<file path="src/rtl/bk_adder_pkg.sv">
// Shared types and helpers for the round-robin approximate-adder arbiter.
package bk_adder_pkg;

  localparam int DEF_WIDTH    = 16;
  localparam int DEF_APPROX_K = 8;
  localparam int MAX_REQ      = 8;

  typedef enum logic [1:0] {
    IDLE = 2'd0,
    CALC = 2'd1,
    RESP = 2'd2
  } state_t;

  typedef struct packed {
    logic       found;
    logic [2:0] idx;
  } rr_pick_t;

  // First set bit of valid at or after ptr, wrapping modulo n.
  function automatic rr_pick_t rr_search(input logic [MAX_REQ-1:0] valid,
                                         input logic [2:0] ptr,
                                         input int n);
    rr_pick_t pick;
    int       cand;
    pick = '0;
    for (int off = 0; off < MAX_REQ; off++) begin
      cand = (int'(ptr) + off) % n;
      if (off < n && !pick.found && valid[3'(cand)]) begin
        pick.found = 1'b1;
        pick.idx   = 3'(cand);
      end
    end
    return pick;
  endfunction

endpackage

</file>
<file path="src/rtl/bk_adder_arbiter_if.sv">
// Requester/response bus of the shared approximate adder.
// Optional error-monitor signals appear when BK_ERR_MON_EN is defined.
interface bk_adder_arbiter_if
  import bk_adder_pkg::*;
#(
  parameter int NUM_REQ = 4,
  parameter int WIDTH   = DEF_WIDTH
);
  localparam int IDW = (NUM_REQ > 1) ? $clog2(NUM_REQ) : 1;

  logic [NUM_REQ-1:0]       req_valid;
  logic [NUM_REQ-1:0]       req_ready;
  logic [NUM_REQ*WIDTH-1:0] req_a;
  logic [NUM_REQ*WIDTH-1:0] req_b;
  logic                     resp_valid;
  logic                     resp_ready;
  logic [IDW-1:0]           resp_id;
  logic [WIDTH-1:0]         resp_sum;
  logic                     resp_cout;
`ifdef BK_ERR_MON_EN
  logic                     err_flag;
  logic [31:0]              err_count;
  logic [WIDTH:0]           err_dist_max;

  modport master (
    output req_valid, req_a, req_b, resp_ready,
    input  req_ready, resp_valid, resp_id, resp_sum, resp_cout,
    input  err_flag, err_count, err_dist_max
  );
  modport slave (
    input  req_valid, req_a, req_b, resp_ready,
    output req_ready, resp_valid, resp_id, resp_sum, resp_cout,
    output err_flag, err_count, err_dist_max
  );
`else
  modport master (
    output req_valid, req_a, req_b, resp_ready,
    input  req_ready, resp_valid, resp_id, resp_sum, resp_cout
  );
  modport slave (
    input  req_valid, req_a, req_b, resp_ready,
    output req_ready, resp_valid, resp_id, resp_sum, resp_cout
  );
`endif
endinterface

</file>
<file path="src/rtl/bk_approx_add_core.sv">
// Combinational approximate adder: low APPROX_K bits use a one-bit carry look-back,
// upper bits are an exact Brent-Kung prefix adder seeded by a[K-1]&b[K-1].
module bk_approx_add_core
  import bk_adder_pkg::*;
#(
  parameter int WIDTH    = DEF_WIDTH,
  parameter int APPROX_K = DEF_APPROX_K
) (
  input  logic [WIDTH-1:0] i_a,
  input  logic [WIDTH-1:0] i_b,
  output logic [WIDTH-1:0] o_sum,
  output logic             o_cout
);
  localparam int UW  = WIDTH - APPROX_K;
  localparam int LV  = (UW > 1) ? $clog2(UW) : 0;
  localparam int NST = (LV == 0) ? 0 : 2 * LV - 1;

  logic          w_cin;
  logic [UW-1:0] w_p0, w_g0, w_carry;
  logic          w_unused_p;

  assign w_cin = i_a[APPROX_K-1] & i_b[APPROX_K-1];

  genvar gi, gs;
  generate
    for (gi = 0; gi < APPROX_K; gi++) begin : g_lo
      if (gi == 0) begin : g_b0
        assign o_sum[gi] = i_a[gi] ^ i_b[gi];
      end else begin : g_bn
        assign o_sum[gi] = i_a[gi] ^ i_b[gi] ^ (i_a[gi-1] & i_b[gi-1]);
      end
    end

    // Carry-in is folded into bit 0 so every prefix generate is a carry-out.
    for (gi = 0; gi < UW; gi++) begin : g_pg
      assign w_p0[gi] = i_a[APPROX_K+gi] ^ i_b[APPROX_K+gi];
      if (gi == 0) begin : g_g0
        assign w_g0[gi] = (i_a[APPROX_K] & i_b[APPROX_K]) | (w_p0[gi] & w_cin);
      end else begin : g_gn
        assign w_g0[gi] = i_a[APPROX_K+gi] & i_b[APPROX_K+gi];
      end
    end

    // Stages 0..LV-1 are the up-sweep, the remaining ones the down-sweep.
    for (gs = 0; gs < NST; gs++) begin : g_stage
      localparam bit UP   = (gs < LV);
      localparam int LVL  = UP ? gs : (LV - 2 - (gs - LV));
      localparam int SPAN = 1 << LVL;
      logic [UW-1:0] g_in, p_in, g_out, p_out;
      if (gs == 0) begin : g_first
        assign g_in = w_g0;
        assign p_in = w_p0;
      end else begin : g_next
        assign g_in = g_stage[gs-1].g_out;
        assign p_in = g_stage[gs-1].p_out;
      end
      for (gi = 0; gi < UW; gi++) begin : g_node
        localparam bit COMB = UP ? (((gi + 1) % (2 * SPAN)) == 0)
                                 : ((((gi + 1) % (2 * SPAN)) == SPAN) && (gi >= 2 * SPAN));
        if (COMB) begin : g_dot
          assign g_out[gi] = g_in[gi] | (p_in[gi] & g_in[gi-SPAN]);
          assign p_out[gi] = p_in[gi] & p_in[gi-SPAN];
        end else begin : g_pass
          assign g_out[gi] = g_in[gi];
          assign p_out[gi] = p_in[gi];
        end
      end
    end

    if (NST == 0) begin : g_carry_direct
      assign w_carry    = w_g0;
      assign w_unused_p = 1'b0;
    end else begin : g_carry_tree
      assign w_carry    = g_stage[NST-1].g_out;
      assign w_unused_p = ^g_stage[NST-1].p_out;
    end

    for (gi = 0; gi < UW; gi++) begin : g_hi
      if (gi == 0) begin : g_s0
        assign o_sum[APPROX_K+gi] = w_p0[gi] ^ w_cin;
      end else begin : g_sn
        assign o_sum[APPROX_K+gi] = w_p0[gi] ^ w_carry[gi-1];
      end
    end
  endgenerate

  assign o_cout = w_carry[UW-1];

endmodule

</file>
<file path="src/rtl/bk_adder_arbiter.sv">
// Round-robin arbiter sequencing one shared approximate adder (IDLE -> CALC -> RESP).
// Define BK_ERR_MON_EN to add the exact-sum error monitor outputs.
module bk_adder_arbiter
  import bk_adder_pkg::*;
#(
  parameter int NUM_REQ  = 4,
  parameter int WIDTH    = DEF_WIDTH,
  parameter int APPROX_K = DEF_APPROX_K
) (
  input logic               clk,
  input logic               rst,
  bk_adder_arbiter_if.slave bus
);
  localparam int IDW = (NUM_REQ > 1) ? $clog2(NUM_REQ) : 1;

  state_t             r_state, w_state_next;
  logic [IDW-1:0]     r_rr_ptr, r_op_id, r_resp_id, w_ptr_next;
  logic [WIDTH-1:0]   r_op_a, r_op_b, r_resp_sum;
  logic               r_resp_cout, r_resp_valid;
  rr_pick_t           w_pick;
  logic               w_accept;
  logic [NUM_REQ-1:0] w_grant;
  logic [WIDTH-1:0]   w_slot_a [NUM_REQ];
  logic [WIDTH-1:0]   w_slot_b [NUM_REQ];
  logic [WIDTH-1:0]   w_core_sum;
  logic               w_core_cout;
  logic               w_resp_hs;

  genvar gi;
  generate
    for (gi = 0; gi < NUM_REQ; gi++) begin : g_slot
      assign w_slot_a[gi] = bus.req_a[gi*WIDTH +: WIDTH];
      assign w_slot_b[gi] = bus.req_b[gi*WIDTH +: WIDTH];
    end
  endgenerate

  assign w_pick     = rr_search(MAX_REQ'(bus.req_valid), 3'(r_rr_ptr), NUM_REQ);
  assign w_ptr_next = (w_pick.idx == 3'(NUM_REQ - 1)) ? '0 : IDW'(w_pick.idx + 3'd1);
  assign w_resp_hs  = (r_state == RESP) && bus.resp_ready;

  always_ff @(posedge clk or posedge rst) begin
    if (rst) r_state <= IDLE;
    else     r_state <= w_state_next;
  end

  // Grant is held off while rst is high so nothing is accepted during reset.
  always_comb begin
    w_state_next = r_state;
    w_accept     = 1'b0;
    w_grant      = '0;
    case (r_state)
      IDLE: begin
        if (w_pick.found && !rst) begin
          w_accept                     = 1'b1;
          w_grant[w_pick.idx[IDW-1:0]] = 1'b1;
          w_state_next                 = CALC;
        end
      end
      CALC:    w_state_next = RESP;
      RESP:    if (bus.resp_ready) w_state_next = IDLE;
      default: w_state_next = IDLE;
    endcase
  end

  bk_approx_add_core #(
    .WIDTH    (WIDTH),
    .APPROX_K (APPROX_K)
  ) u_core (
    .i_a    (r_op_a),
    .i_b    (r_op_b),
    .o_sum  (w_core_sum),
    .o_cout (w_core_cout)
  );

  always_ff @(posedge clk or posedge rst) begin
    if (rst) begin
      r_rr_ptr     <= '0;
      r_op_id      <= '0;
      r_op_a       <= '0;
      r_op_b       <= '0;
      r_resp_id    <= '0;
      r_resp_sum   <= '0;
      r_resp_cout  <= 1'b0;
      r_resp_valid <= 1'b0;
    end else begin
      if (w_accept) begin
        r_op_a   <= w_slot_a[w_pick.idx[IDW-1:0]];
        r_op_b   <= w_slot_b[w_pick.idx[IDW-1:0]];
        r_op_id  <= w_pick.idx[IDW-1:0];
        r_rr_ptr <= w_ptr_next;
      end
      if (r_state == CALC) begin
        r_resp_sum   <= w_core_sum;
        r_resp_cout  <= w_core_cout;
        r_resp_id    <= r_op_id;
        r_resp_valid <= 1'b1;
      end
      if (w_resp_hs) r_resp_valid <= 1'b0;
    end
  end

  assign bus.req_ready  = w_grant;
  assign bus.resp_valid = r_resp_valid;
  assign bus.resp_id    = r_resp_id;
  assign bus.resp_sum   = r_resp_sum;
  assign bus.resp_cout  = r_resp_cout;

`ifdef BK_ERR_MON_EN
  logic [WIDTH:0] w_exact, w_approx, w_dist;
  logic           r_err_flag;
  logic [31:0]    r_err_count;
  logic [WIDTH:0] r_err_dist_max;

  assign w_exact  = {1'b0, r_op_a} + {1'b0, r_op_b};
  assign w_approx = {w_core_cout, w_core_sum};
  assign w_dist   = (w_exact >= w_approx) ? (w_exact - w_approx) : (w_approx - w_exact);

  always_ff @(posedge clk or posedge rst) begin
    if (rst) begin
      r_err_flag     <= 1'b0;
      r_err_count    <= '0;
      r_err_dist_max <= '0;
    end else begin
      if (r_state == CALC) begin
        r_err_flag <= (w_exact != w_approx);
        if (w_dist > r_err_dist_max) r_err_dist_max <= w_dist;
      end
      if (w_resp_hs && r_err_flag && (r_err_count != '1)) r_err_count <= r_err_count + 32'd1;
    end
  end

  assign bus.err_flag     = r_err_flag;
  assign bus.err_count    = r_err_count;
  assign bus.err_dist_max = r_err_dist_max;
`endif

endmodule

</file>
<file path="src/flat_wrapper.sv">
// flat-port wrapper written by rule: the top's interface ports become plain ports
module bk_adder_arbiter_flat import bk_adder_pkg::*;
#(
  parameter int NUM_REQ  = 4,
  parameter int WIDTH    = DEF_WIDTH,
  parameter int APPROX_K = DEF_APPROX_K
)
  (clk, rst, bus_req_valid, bus_req_a, bus_req_b, bus_resp_ready, bus_req_ready, bus_resp_valid, bus_resp_id, bus_resp_sum, bus_resp_cout);
  bk_adder_arbiter_if #(.NUM_REQ(NUM_REQ), .WIDTH(WIDTH)) bus_i ();
  input logic clk;
  input logic rst;
  input wire logic [$bits(bus_i.req_valid)-1:0] bus_req_valid;
  input wire logic [$bits(bus_i.req_a)-1:0] bus_req_a;
  input wire logic [$bits(bus_i.req_b)-1:0] bus_req_b;
  input wire logic [$bits(bus_i.resp_ready)-1:0] bus_resp_ready;
  output wire logic [$bits(bus_i.req_ready)-1:0] bus_req_ready;
  output wire logic [$bits(bus_i.resp_valid)-1:0] bus_resp_valid;
  output wire logic [$bits(bus_i.resp_id)-1:0] bus_resp_id;
  output wire logic [$bits(bus_i.resp_sum)-1:0] bus_resp_sum;
  output wire logic [$bits(bus_i.resp_cout)-1:0] bus_resp_cout;
  assign bus_i.req_valid = bus_req_valid;
  assign bus_i.req_a = bus_req_a;
  assign bus_i.req_b = bus_req_b;
  assign bus_i.resp_ready = bus_resp_ready;
  assign bus_req_ready = bus_i.req_ready;
  assign bus_resp_valid = bus_i.resp_valid;
  assign bus_resp_id = bus_i.resp_id;
  assign bus_resp_sum = bus_i.resp_sum;
  assign bus_resp_cout = bus_i.resp_cout;
  bk_adder_arbiter #(.NUM_REQ(NUM_REQ), .WIDTH(WIDTH), .APPROX_K(APPROX_K)) u_core (.clk(clk), .rst(rst), .bus(bus_i));
endmodule
</file>
<file path="config.mk">
export PLATFORM = sky130hd
export DESIGN_NAME = bk_adder_arbiter_flat
export DESIGN_NICKNAME = d
export VERILOG_FILES = /design/src/rtl/bk_adder_pkg.sv /design/src/rtl/bk_adder_arbiter_if.sv /design/src/rtl/bk_approx_add_core.sv /design/src/rtl/bk_adder_arbiter.sv /design/src/flat_wrapper.sv
export SDC_FILE = /design/constraint.sdc
export NUM_CORES = 1
export LEC_CHECK = 0
export CAP_MARGIN = 20
export CORE_UTILIZATION = 30
export CTS_CLUSTER_SIZE = 24
export DETAILED_ROUTE_END_ITERATION = 8
export REMOVE_ABC_BUFFERS = 1
export SLEW_MARGIN = 30
export SYNTH_ARGS = -nofsm -noshare
export SYNTH_HDL_FRONTEND = slang
export SYNTH_HIERARCHICAL = 1
export SYNTH_SLANG_ARGS = --single-unit
</file>
<file path="constraint.sdc">
create_clock -name clk -period 3.4 [get_ports clk]
set_clock_uncertainty 0.2 [all_clocks]
set_input_delay 0.68 -clock clk [delete_from_list [all_inputs] [get_ports clk]]
set_output_delay 0.68 -clock clk [all_outputs]
set_load 0.005 [all_outputs]
</file>
==> summary.md <==
| Metric | Value |
|---|---|
| Outcome | `complete, no violations` |
| Maximum clock frequency | `314 MHz` |
| Power density over cell area | `754 mW/mm2` |
| Count of antenna-violating nets left after detailed routing | `0` |
| Clock buffer count from CTS | `9` |
| Number of endpoints failing setup at the final stage | `0` |
| Fraction of power consumed by the clock network | `21.3%` |
| Switching portion of total power | `34.6%` |
| Ys Warns | `6` |
| Latest clock arrival within the worst-skew pair | `0.32 ns` |
| Arithmetic-cell share of the synthesized area counting full adders, half adders and majority gates | `7.44%` |
| Critical Path AT | `2.31 ns` |
| Leading post-synthesis cells by cell area | `dfrtp_1 (38%), o221ai_2 (12%), mux2i_1 (11%)` |
| Area share of the largest cell type after synthesis | `37.5%` |
| Most instantiated flip-flop cell in the synthesis netlist | `dfrtp_1` |
| Cell count after synthesis | `318` |
| Share of async-settable or async-resettable flops after synthesis | `100%` |
| Final-layout worst hold slack | `0.271 ns` |
| Standard cell core area | `0.0126 mm2` |
| Max clock buf depth | `2` |
| TritonCTS clock tree | `yes` |
| Post-route fraction of the period consumed by the critical path | `93.8%` |
| Root buffer cell | `clkbuf_16` |
| Total vias in the final route | `3116` |
| Layout cell share with drive strength beyond 1 | `23.7%` |
| Worst-margin pin slew | `0.719 ns` |
| Simple-gate portion of the synthesized area | `3.95%` |
| Relative max-transition margin | `52.0%` |
| Number of unique standard cell types used by synthesis | `45` |
| Site Rows | `41` |
| Number of enable-type register cells in the synthesized netlist | `0` |
| Main combinational cell family by area after synthesis | `compound AO/OA/AOI/OAI gates` |
| Number of slew-limit violations in the final report | `0` |
| CP Data Required Time | `2.52 ns` |
| Crit start category | `primary input` |
| Vias in the first global route | `3158` |
| Compound-cell area share of the yosys netlist | `24.4%` |
| Hold Fails Final Rpt | `0` |
| Number of DRC markers after the initial detailed-route iteration | `106` |
| Finished Core Util | `47.4%` |
| Crit end category | `output pin` |
| Placed wire-length estimate after detailed placement | `7.34 mm` |
| Post-Synthesis Mean Instance Area | `12.2 um2` |
| Average vias per placed instance | `4.71` |
| Pin count of the biggest net entering global routing | `43` |
| Top Ports | `159` |
| Number of register bits inferred by synthesis | `58` |
| Detailed-router iteration count before antenna repair | `4` |
| Reg power frac | `28.3%` |
| Internal power component | `2.95 mW` |
| Overall die height | `116 um` |
| Multiplexer fraction of the synthesized cell area | `16.1%` |
| # nets final | `639` |
| R2R Path Start | `u_core/r_op_a[7]$_DFFE_PP0P_` |
| Switch Pwr | `1.56 mW` |
| Total wire length after detailed routing | `10.2 mm` |
| H-tree depth | `3` |
| Maximum net fanout on the critical path | `4` |
| Cell area after technology mapping | `0.00387 mm2` |
| MaxCap Viol Count | `0` |
| Routed length per instance | `15.4 um` |
| WS Path Type | `in2out` |
| Source of the critical timing path | `bus_req_valid[3]` |
| Setup repair after global routing missed its margin | `false` |
| Accumulated negative setup slack | `0 ns` |
| Comb power frac | `50.4%` |
| Leakage power | `2.67 nW` |
| Biggest area consumer among synthesized cells | `dfrtp_1` |
| Initial cell density of the core | `30.6%` |
| Number of remaining DRC errors | `0` |
| Full die area | `0.0133 mm2` |
| Number of antenna violations at the first check in global routing | `0` |
| Synth-to-layout area growth | `54.8%` |
| Chip Width | `116 um` |
| Aggregate global routing overflow | `0` |
| Overall Global Routing Usage | `15.6%` |
| Min cycle time layout | `3.19 ns` |
| Total number of clock tree sinks | `58` |
| Clk pin slew, worst setup/hold paths | `0.05 ns` |
| IO Port Bufs | `158` |
| Routability-driven placement congestion ratio | `0.709` |
| Parity-gate share of the synthesized area counting xor and xnor cells | `2.26%` |
| Antenna fix cells | `0` |
| Worst hold-check path type | `reg2reg` |
| First-pass GRT wire length | `16.0 mm` |
| PnR Total Power | `4.51 mW` |
| Origin of the worst min-delay path | `u_core/r_op_id[1]$_DFFE_PP0P_` |
| Maximum resistive drop on vdd | `0.302 mV` |
| Register area share after synthesis | `37.5%` |
## Yosys cell counts, types with 2 or more instances
master,count
dfrtp_1,58
mux2i_1,41
inv_1,34
o221ai_2,30
a22oi_2,19
mux2_2,19
nand2_1,18
ha_1,15
xor2_1,9
buf_4,8
a21oi_1,7
fa_1,5
o21ai_0,5
a22oi_1,4
a21o_1,3
buf_6,3
nand2b_1,3
o221ai_1,3
a21oi_2,2
buf_12,2
buf_2,2
buf_8,2
clkbuf_1,2
inv_2,2
nor3_1,2
## flip-flops by register name (all words and copies together) (netlist names)
signal	count
u_core/bus.resp_id	2
u_core/r_state	2
u_core/r_op_id	2
u_core/r_op_b	16
u_core/r_rr_ptr	2
u_core/bus.resp_valid	1
u_core/bus.resp_sum	16
u_core/bus.resp_cout	1
u_core/r_op_a	16
## cell usage in the layout (no fill, tap or decap), drive strengths merged, types with 11 or more instances in the layout
cell type	count
a22oi	23
buf	17
clkbuf	11
clkdlybuf4s50	154
dfrtp	58
ha	15
inv	36
mux2	19
mux2i	41
nand2	19
o221ai	33
## routing by layer
| layer | global-route usage, % | wire length [um] | vias to the layer above |
|---|---|---|---|
| li1 | - | - | 1511 |
| met1 | 19.9 | 4600 | 1492 |
| met2 | 26.1 | 4850 | 108 |
| met3 | 3.56 | 650 | 5 |
| met4 | 4.42 | 58 | 0 |
| met5 | 0 | 0 | - |
## power by group through the flow
stage                     registers, mW  logic, mW  clock network [mW]
after floorplan                    1.24       1.49                   0
after global placement             1.28       2.23                   0
after CTS                          1.28       2.30               0.988
final                              1.28       2.27               0.960
after global routing               1.33       2.52                1.02
after detailed placement           1.29       2.29                   0
## layout make-up
type	count	area, um2
clock buffers	11	243
clock inverters	5	77.6
fillers	1188	6630
inverters	36	135
multi-input cells	204	2140
flip-flops and latches	58	1450
well taps	172	215
repair buffers	175	1730
## per-stage QoR
step           instance area, um2  cells  setup WS, ns
4_1_cts                      5970    660       0.00420
6_report                     5990    661         0.210
2_1_floorplan                3680    298         -1.46
3_5_place_dp                 5640    643       -0.0921
3_3_place_gp                 5640    643       -0.0505
5_1_grt                      5990    661         0.112
## critical path: stages
cell	delay (ns)
clkdlybuf4s50_1	0.43
buf_4	0.17
nor3_1	0.33
o211ai_4	0.13
inv_1	0.07
clkdlybuf4s50_1	0.49
## cell families (layout without fill, tap and decap cells)
logic type | Yosys count | after routing
compound gates | 83 | 83
mux | 60 | 60
flops | 58 | 58
buf+inv | 56 | 227
simple gates | 31 | 31
fa+ha+maj | 20 | 20
xor+xnor | 10 | 10
## timing repair
action	in CTS	in global routing
pin swaps	1	2
gates resized for setup	2	6
setup buffers	1	1
hold buffers	0	0
setup endpoints to repair	2	2
## worst paths after layout
check | to | slack (ns) | depth (start not counted)
min in group asynchronous | u_core/bus.resp_sum[4]$_DFFE_PP0P_ | 0.59 | 2
hold / removal | u_core/r_op_id[1]$_DFFE_PP0P_ | 0.27 | 2
max in group asynchronous | u_core/bus.resp_sum[10]$_DFFE_PP0P_ | 1.82 | 3
hold reg to reg | u_core/r_op_id[1]$_DFFE_PP0P_ | 0.27 | 2
setup reg to reg | u_core/bus.resp_sum[15]$_DFFE_PP0P_ | 0.37 | 9
setup / recovery | bus_req_ready[0] | 0.21 | 6
(Power assumes the default switching activity.)
